===== src/rtl/procco_pkg.sv =====
// Shared opcode and sequencer-state encodings for the CPU control path.
package procco_pkg;

    localparam int OPCODE_W = 8;

    typedef enum logic [OPCODE_W-1:0] {
        NOP = 8'h00,
        LDA = 8'h01,
        STA = 8'h02,
        ADD = 8'h03,
        JMP = 8'h04,
        JZ  = 8'h05,
        HLT = 8'hFF
    } opcode_t;

    typedef enum logic [2:0] {
        F0,
        F1,
        DEC,
        E0,
        E1,
        E2,
        HALT
    } state_t;

endpackage


===== src/rtl/wait_timer.sv =====
// Counts consecutive memory wait cycles; timeout fires on the wait that would reach MAX_WAIT.
module wait_timer #(
    parameter int MAX_WAIT = 15
) (
    input  logic clk,
    input  logic reset,
    input  logic clear,
    input  logic inc,
    output logic timeout
);

    localparam int CW = $clog2(MAX_WAIT + 1);

    logic [CW-1:0] wait_cnt;

    always_ff @(posedge clk or posedge reset) begin
        if (reset) begin
            wait_cnt <= '0;
        end else if (clear) begin
            wait_cnt <= '0;
        end else if (inc) begin
            wait_cnt <= wait_cnt + 1'b1;
        end
    end

    assign timeout = inc && (wait_cnt == CW'(MAX_WAIT - 1));

endmodule


===== src/rtl/control_sequencer.sv =====
// Fetch/decode/execute sequencer for the shared CPU bus: one bus driver per cycle,
// memory wait states via mem_ready, halt on HLT or on memory timeout.
module control_sequencer #(
    parameter int OPCODE_W = procco_pkg::OPCODE_W,
    parameter int MAX_WAIT = 15
) (
    input  logic                clk,
    input  logic                reset,
    input  logic                run,
    input  logic [OPCODE_W-1:0] ir_opcode,
    input  logic                flag_zero,
    input  logic                mem_ready,
    output logic                PC_write,
    output logic                PC_read,
    output logic                counter_enable,
    output logic                MAR_read,
    output logic                RAM_write,
    output logic                RAM_read,
    output logic                IR_read,
    output logic                IR_write,
    output logic                A_read,
    output logic                A_write,
    output logic                B_read,
    output logic                ALU_write,
    output logic                halted,
    output logic                illegal_op,
    output logic                bus_error
);

    import procco_pkg::*;

    state_t              state_q;
    state_t              state_d;
    logic [OPCODE_W-1:0] op_q;
    logic                armed_q;
    logic                bus_error_q;
    logic                mem_wait;
    logic                timeout;
    logic                op_lda;
    logic                op_sta;
    logic                op_add;

    assign mem_wait = ((state_q == F1) || (state_q == E1)) && !mem_ready;
    assign op_lda   = (op_q == OPCODE_W'(LDA));
    assign op_sta   = (op_q == OPCODE_W'(STA));
    assign op_add   = (op_q == OPCODE_W'(ADD));

    // Any state change (normal exit or timeout to HALT) restarts the wait count.
    wait_timer #(
        .MAX_WAIT(MAX_WAIT)
    ) u_wait_timer (
        .clk     (clk),
        .reset   (reset),
        .clear   (state_d != state_q),
        .inc     (mem_wait),
        .timeout (timeout)
    );

    // armed_q keeps F0 silent for the first cycle after reset releases.
    always_ff @(posedge clk or posedge reset) begin
        if (reset) begin
            state_q     <= F0;
            op_q        <= '0;
            armed_q     <= 1'b0;
            bus_error_q <= 1'b0;
        end else begin
            state_q <= state_d;
            armed_q <= 1'b1;
            if (state_q == DEC) begin
                op_q <= ir_opcode;
            end
            if (timeout) begin
                bus_error_q <= 1'b1;
            end
        end
    end

    assign bus_error = bus_error_q;

    always_comb begin
        state_d        = state_q;
        PC_write       = 1'b0;
        PC_read        = 1'b0;
        counter_enable = 1'b0;
        MAR_read       = 1'b0;
        RAM_write      = 1'b0;
        RAM_read       = 1'b0;
        IR_read        = 1'b0;
        IR_write       = 1'b0;
        A_read         = 1'b0;
        A_write        = 1'b0;
        B_read         = 1'b0;
        ALU_write      = 1'b0;
        halted         = 1'b0;
        illegal_op     = 1'b0;

        case (state_q)
            F0: begin
                if (run && armed_q) begin
                    PC_write = 1'b1;
                    MAR_read = 1'b1;
                    state_d  = F1;
                end
            end
            F1: begin
                RAM_write = 1'b1;
                if (mem_ready) begin
                    IR_read        = 1'b1;
                    counter_enable = 1'b1;
                    state_d        = DEC;
                end else if (timeout) begin
                    state_d = HALT;
                end
            end
            DEC: begin
                case (ir_opcode)
                    OPCODE_W'(NOP): state_d = F0;
                    OPCODE_W'(LDA),
                    OPCODE_W'(STA),
                    OPCODE_W'(ADD),
                    OPCODE_W'(JMP): state_d = E0;
                    OPCODE_W'(JZ):  state_d = flag_zero ? E0 : F0;
                    OPCODE_W'(HLT): state_d = HALT;
                    default: begin
                        illegal_op = 1'b1;
                        state_d    = F0;
                    end
                endcase
            end
            E0: begin
                IR_write = 1'b1;
                if (op_lda || op_sta || op_add) begin
                    MAR_read = 1'b1;
                    state_d  = E1;
                end else begin
                    PC_read = 1'b1;
                    state_d = F0;
                end
            end
            E1: begin
                // STA drives the accumulator onto the bus; LDA/ADD let RAM drive.
                A_write   = op_sta;
                RAM_write = !op_sta;
                if (mem_ready) begin
                    A_read   = op_lda;
                    RAM_read = op_sta;
                    B_read   = op_add;
                    state_d  = op_add ? E2 : F0;
                end else if (timeout) begin
                    state_d = HALT;
                end
            end
            E2: begin
                ALU_write = 1'b1;
                A_read    = 1'b1;
                state_d   = F0;
            end
            HALT: begin
                halted = 1'b1;
            end
            default: begin
                state_d = F0;
            end
        endcase
    end

endmodule


===== config.mk =====
export PLATFORM = sky130hd
export DESIGN_NAME = control_sequencer
export DESIGN_NICKNAME = d
export VERILOG_FILES = /design/src/rtl/procco_pkg.sv /design/src/rtl/wait_timer.sv /design/src/rtl/control_sequencer.sv
export SDC_FILE = /design/constraint.sdc
export NUM_CORES = 1
export LEC_CHECK = 0
export BUFFER_PORTS_ARGS = -buffer_cell sky130_fd_sc_hd__buf_4
export CORE_MARGIN = 2
export CORE_UTILIZATION = 35
export DETAILED_ROUTE_END_ITERATION = 10
export PLACE_DENSITY = 0.59
export SLEW_MARGIN = 10
export SYNTH_ARGS = -nofsm -noshare
export SYNTH_HDL_FRONTEND = slang
export SYNTH_SLANG_ARGS = --single-unit

===== constraint.sdc =====
create_clock -name clk -period 4.4 [get_ports clk]
set_input_delay 0.22 -clock clk [delete_from_list [all_inputs] [get_ports clk]]
set_output_delay 0.22 -clock clk [all_outputs]
set_load 0.005 [all_outputs]

== Yosys cells after proc, flatten, opt, wreduce, memory -nomap -nowiden ==
Index checks and enable logic that the tools add are counted.

* Register bits after elaboration: 17
* Bits of input ports: 13
* Output and inout bits: 15
* Logic and storage cells: 68

* Add/subtract/negate cells: 1
* Eq/ne operators: 17
* Mux-type cells: 32
* Reductions and logical operators: 13

{| class="wikitable"
|+ Operators with widths
! kind !! count
|-
| 8-bit by 2-bit equality test with 1-bit output (second input constant) || 4
|-
| 1-bit two-way mux || 18
|-
| 3-bit two-way mux || 6
|-
| 3-bit one-hot mux with 6 select lines || 1
|-
| 8-bit by 1-bit equality test with 1-bit output (second input constant) || 2
|-
| 8-bit by 3-bit equality test with 1-bit output (second input constant) || 2
|-
| 3-bit equality test (second input constant) || 3
|-
| 3-bit one-hot mux with 3 select lines || 1
|-
| 8-bit equality test (second input constant) || 1
|-
| 8-bit zero test || 1
|-
| 4-bit two-way mux || 2
|-
| 7-bit OR reduction || 1
|-
| 3-bit by 2-bit equality test with 1-bit output (second input constant) || 2
|-
| 1-bit one-hot mux with 2 select lines || 3
|-
| 4-bit by 1-bit adder with 4-bit output (second input constant) || 1
|-
| 4-bit equality test (second input constant) || 1
|-
| 4-bit OR reduction || 1
|-
| 3-bit by 1-bit equality test with 1-bit output (second input constant) || 1
|-
| 1-bit logical AND || 3
|-
| 3-bit zero test || 1
|-
| 1-bit logical OR || 3
|-
| 3-bit != test || 1
|-
| 1-bit zero test || 2
|-
| 2-bit two-way mux || 1
|-
| 2-bit nonzero test || 1
|}

== Depth between registers and ports, before layout ==
* Word-level depth: 9
* Gate-level depth with buffers: 7
* Gate-level depth less buffers: 7

== Modules after synthesis ==
From an unflattened synthesis, not the netlist that was laid out.

* Cell total of the unflattened synthesis: 119
* Area total of the unflattened synthesis: 1099.8 µm²

{| class="wikitable"
|+ Modules (own cells, without submodules)
! module !! times used !! cells an instance !! area an instance (µm²) !! sequential area each (µm²)
|-
| control_sequencer || 1 || 98 || 873.3 || 325.3
|-
| wait_timer || 1 || 21 || 226.5 || 100.1
|}

== Least setup slack after synthesis ==
Ideal clock, no wire load.

* Kind: reg2reg
* Start: reg state_q[2]
* End: reg u_wait_timer.wait_cnt[1]
* Setup time: 0.101 ns
* Arrival time: 1.628 ns
* Data required time: 4.299 ns
* Slack: 2.671 ns
* Stages on the path, launching flop included: 7
* Cell sequence: dfrtp_1 -> buf_2 -> or3b_1 -> o32ai_1 -> a31oi_1 -> a32o_2 -> nor4_1

* Cells in the longest elaborated chain, start to end: 9

{| class="wikitable"
|+ Ends and longest elaborated chain
! element !! RTL line !! source
|-
| from (decl) || control_sequencer.sv:32 || <nowiki>state_t state_q;</nowiki>
|-
| from (signal assigned) || control_sequencer.sv:67 || <nowiki>state_q <= state_d;</nowiki>
|-
| 3-bit by 1-bit equality test with 1-bit output or 3-bit equality test (tied branches) || control_sequencer.sv:43, control_sequencer.sv:97 ||
|-
| 1-bit logical OR || control_sequencer.sv:43 || <nowiki>assign mem_wait = ((state_q == F1) || (state_q == E1)) && !mem_ready;</nowiki>
|-
| 1-bit logical AND || control_sequencer.sv:43 ||
|-
| 1-bit logical AND || wait_timer.sv:26 || <nowiki>assign timeout = inc && (wait_cnt == CW'(MAX_WAIT - 1));</nowiki>
|-
| 3-bit two-way mux || control_sequencer.sv:111, control_sequencer.sv:149 ||
|-
| 3-bit two-way mux, on equally long branches || control_sequencer.sv:144, control_sequencer.sv:107 ||
|-
| 3-bit one-hot mux with 6 select lines || control_sequencer.sv:97 || <nowiki>case (state_q)</nowiki>
|-
| 3-bit != test || control_sequencer.sv:54 || <nowiki>.clear (state_d != state_q),</nowiki>
|-
| 4-bit two-way mux or 2-bit nonzero test (tied branches) || - ||
|-
| to (signal assigned) || wait_timer.sv:22 || <nowiki>wait_cnt <= wait_cnt + 1'b1;</nowiki>
|-
| to (decl) || wait_timer.sv:14 || <nowiki>logic [CW-1:0] wait_cnt;</nowiki>
|}

Parallel ways exist; a longest one is shown, timed or not.
A chain may end at the register's enable or synchronous reset.

== Worst setup path in the final report ==
* Start: reg state_q[1]
* End: reg u_wait_timer.wait_cnt[2]

Same word-level chain as after synthesis.

==> out/summary.txt <==
Critical Path Slowest Stage Cell: dfrtp_1
Fmax: 446 MHz
Final Max Slew Viols: 0
Hold Buf Count CTS: 0
Clock Skew: 4.79 ps
Row count: 20
First-pass GRT wire length: 4550 µm
Slew margin rel.: 47.6%
H-tree Lvls: 1
Synth-to-Final Area Change: 23.1%
Post-CTS setup buffers: 0
Final nets: 184
Port Buffer Count: 27
Post-route DRC violation count: 0
Leakage power: 0.661 nW
Root Buffer: clkbuf_4
CP required: 4600 ps
Max-cap violations: 0
Overflow after GRT: 0
Vias: 1097
Pre-antenna DRT Iters: 4
Diodes inserted: 0
Core box area: 0.00305 mm²
Worst-Skew Late Latency: 290 ps
Top cell type's share of synthesized area: 37.9%
CTS tree: built
Largest net degree at the start of global routing: 18
Final setup fails: 0
Final min period: 2240 ps
Die X: 60.6 µm
Synth top cells by count: 31 x nand2_1, 17 x dfrtp_1, 16 x nor2_1
Critical Path Source Type: flop
Syn nets: 157
Wire length per cell: 13.4 µm
Worst hold-check path type: input port to asynchronous set/reset pin
#FFs+latches synth: 17
TNS Setup: 0 ps
Final Cycle Share: 51.0%
Total CTS buffers: 3
HPWL Detailed: 2200 µm
Max Fanout on Critical Path: 14
IO Count: 28
Actual slew at the worst max-slew pin: 779 ps
Yosys warning total: 0
Most area-consuming cells after synthesis: dfrtp_1 38%, nand2_1 10%, nor2_1 5.4%
Worst setup margin: 2160 ps
Iteration-0 DRC Markers: 34
RSZ-0062 raised after global routing: false
Place WS: 2190 ps
Yosys cell types: 42
Starting density of the core: 36.8%
Post-synth ARST share: 100%
Chip height: 60.6 µm
Mean Syn Cell Area: 7.90 µm²
Vias in the first global route: 1029
Fillers: 326
GRT Overall Usage: 16.7%
Mapped Area: 0.00112 mm²
Total Wirelength: 2830 µm
Status: completed
Count leader, synth: nand2_1
Post-synth top flop: dfrtp_1
Antenna violations before repair: 0
CTS Sinks: 17
Pwr/cell area: 334 mW/mm²
Via density per instance: 5.17
Fraction of layout instances using a drive strength above 1: 20.8%
Hold_ws: 9.45 ps
GP Congestion: 0.889
Critical Path, Cell by Cell: or3b_1 > o32ai_1 > a31oi_1 > a32o_2 > nor4_1
Clk buf depth: 2
DRT antenna net count: 0
Post-synth EDFFs: 0
CP endpoint kind: flop
Sequential cell area fraction in the yosys report: 37.9%
Mapped Cells: 142
Post-synth top area cell: dfrtp_1
Peak supply drop: 0.198 mV
Die area: 0.00368 mm²
Post-CTS resize count: 0
Clock slew at reported path FFs: 100 ps
Crit path kind: flop to flop
Crit-path max cell delay: 600 ps
Final Hold Vio Count: 0
Arr. time, crit path: 2440 ps
area by class of cell:
| class | instances | area (µm²) | share of cell area, % |
|---|---|---|---|
| Inverter | 6 | 22.5 | 1.63 |
| Timing Repair Buffer | 27 | 203 | 14.7 |
| Clock buffer | 4 | 26.3 | 1.90 |
| Tap cell | 44 | 55.1 | 3.99 |
| Sequential cell | 17 | 425 | 30.8 |
| Multi-Input combinational cell | 114 | 649 | 47.0 |
sequential cells by signal, indices dropped and copies added (netlist names):
| name | flops |
|---|---|
| armed_q | 1 |
| bus_error | 1 |
| op_q | 8 |
| state_q | 3 |
| u_wait_timer.wait_cnt | 4 |
layout by cell type, fill, tap and decap left out, types with 2 or more instances in the layout:
cell      instances
nor4_1            6
nor2b_1           3
nand2b_1          5
or3_1             2
ha_1              2
a21oi_1           4
nor2_1           16
xnor2_1           2
nand3_1           5
nand4_1           3
or3b_1            2
inv_1             5
o21bai_1          3
xor2_1            2
a31oi_1           4
or4_1             3
buf_4            27
dfrtp_1          17
clkbuf_4          3
o21ai_0           3
nand2_1          31
worst paths after layout:
| path | from | end | slack [ps] | cells past startpoint |
|---|---|---|---|---|
| max in group asynchronous | reset | op_q[1] | 3960 | 2 |
| setup reg to reg | state_q[1] | u_wait_timer.wait_cnt[2] | 2160 | 5 |
| hold reg to reg | op_q[7] | op_q[7] | 490 | 2 |
| min in group clk | ir_opcode[7] | op_q[7] | 140 | 3 |
| setup / recovery | state_q[1] | u_wait_timer.wait_cnt[2] | 2160 | 5 |
| hold / removal | reset | armed_q | 9 | 2 |
cell families (layout without fill, tap and decap cells):
family,after synthesis,in the layout,share of synthesized area (%)
buf+inv,11,37,4.24
simple gates,84,84,37.8
compound gates,23,23,14.4
other cells,1,1,0.334
fa+ha+maj,2,2,2.23
flops,17,17,37.9
xor+xnor,4,4,3.12
metal layers:
metal | wire, µm | global-route usage (%) | vias up
met3 | 124 | 1.92 | 2
met2 | 1290 | 26.4 | 31
met1 | 1390 | 23.3 | 515
li1 | - | - | 549
met5 | 0 | 0 | -
met4 | 31 | 6.83 | 0
through the flow:
| stage | instances | util [%] | cell area, µm² | power, W |
|---|---|---|---|---|
| after floorplan | 142 | - | 1120 | 0.000329 |
| after global placement | 208 | 44.4 | 1360 | 0.000377 |
| after detailed placement | 208 | 44.4 | 1360 | 0.000378 |
| after CTS | 212 | 45.2 | 1380 | 0.000462 |
| after global routing | 212 | 45.2 | 1380 | 0.000502 |
| final | 212 | 45.2 | 1380 | 0.000461 |
critical path: cells and delay by family, from the launching register on:
kind               cells  cell delay [ps]
and+or+nand+nor        2              790
AOI/OAI and AO/OA      3              760
DFF                    1              600
where the power goes:
group	leakage (nW)	switching, W	internal [W]
logic	0.427	0.0000833	0.0000598
registers	0.219	0.0000364	0.000196
clock network	0.0150	0.0000503	0.0000352
Note: power is estimated with default switching activity, not from simulation.
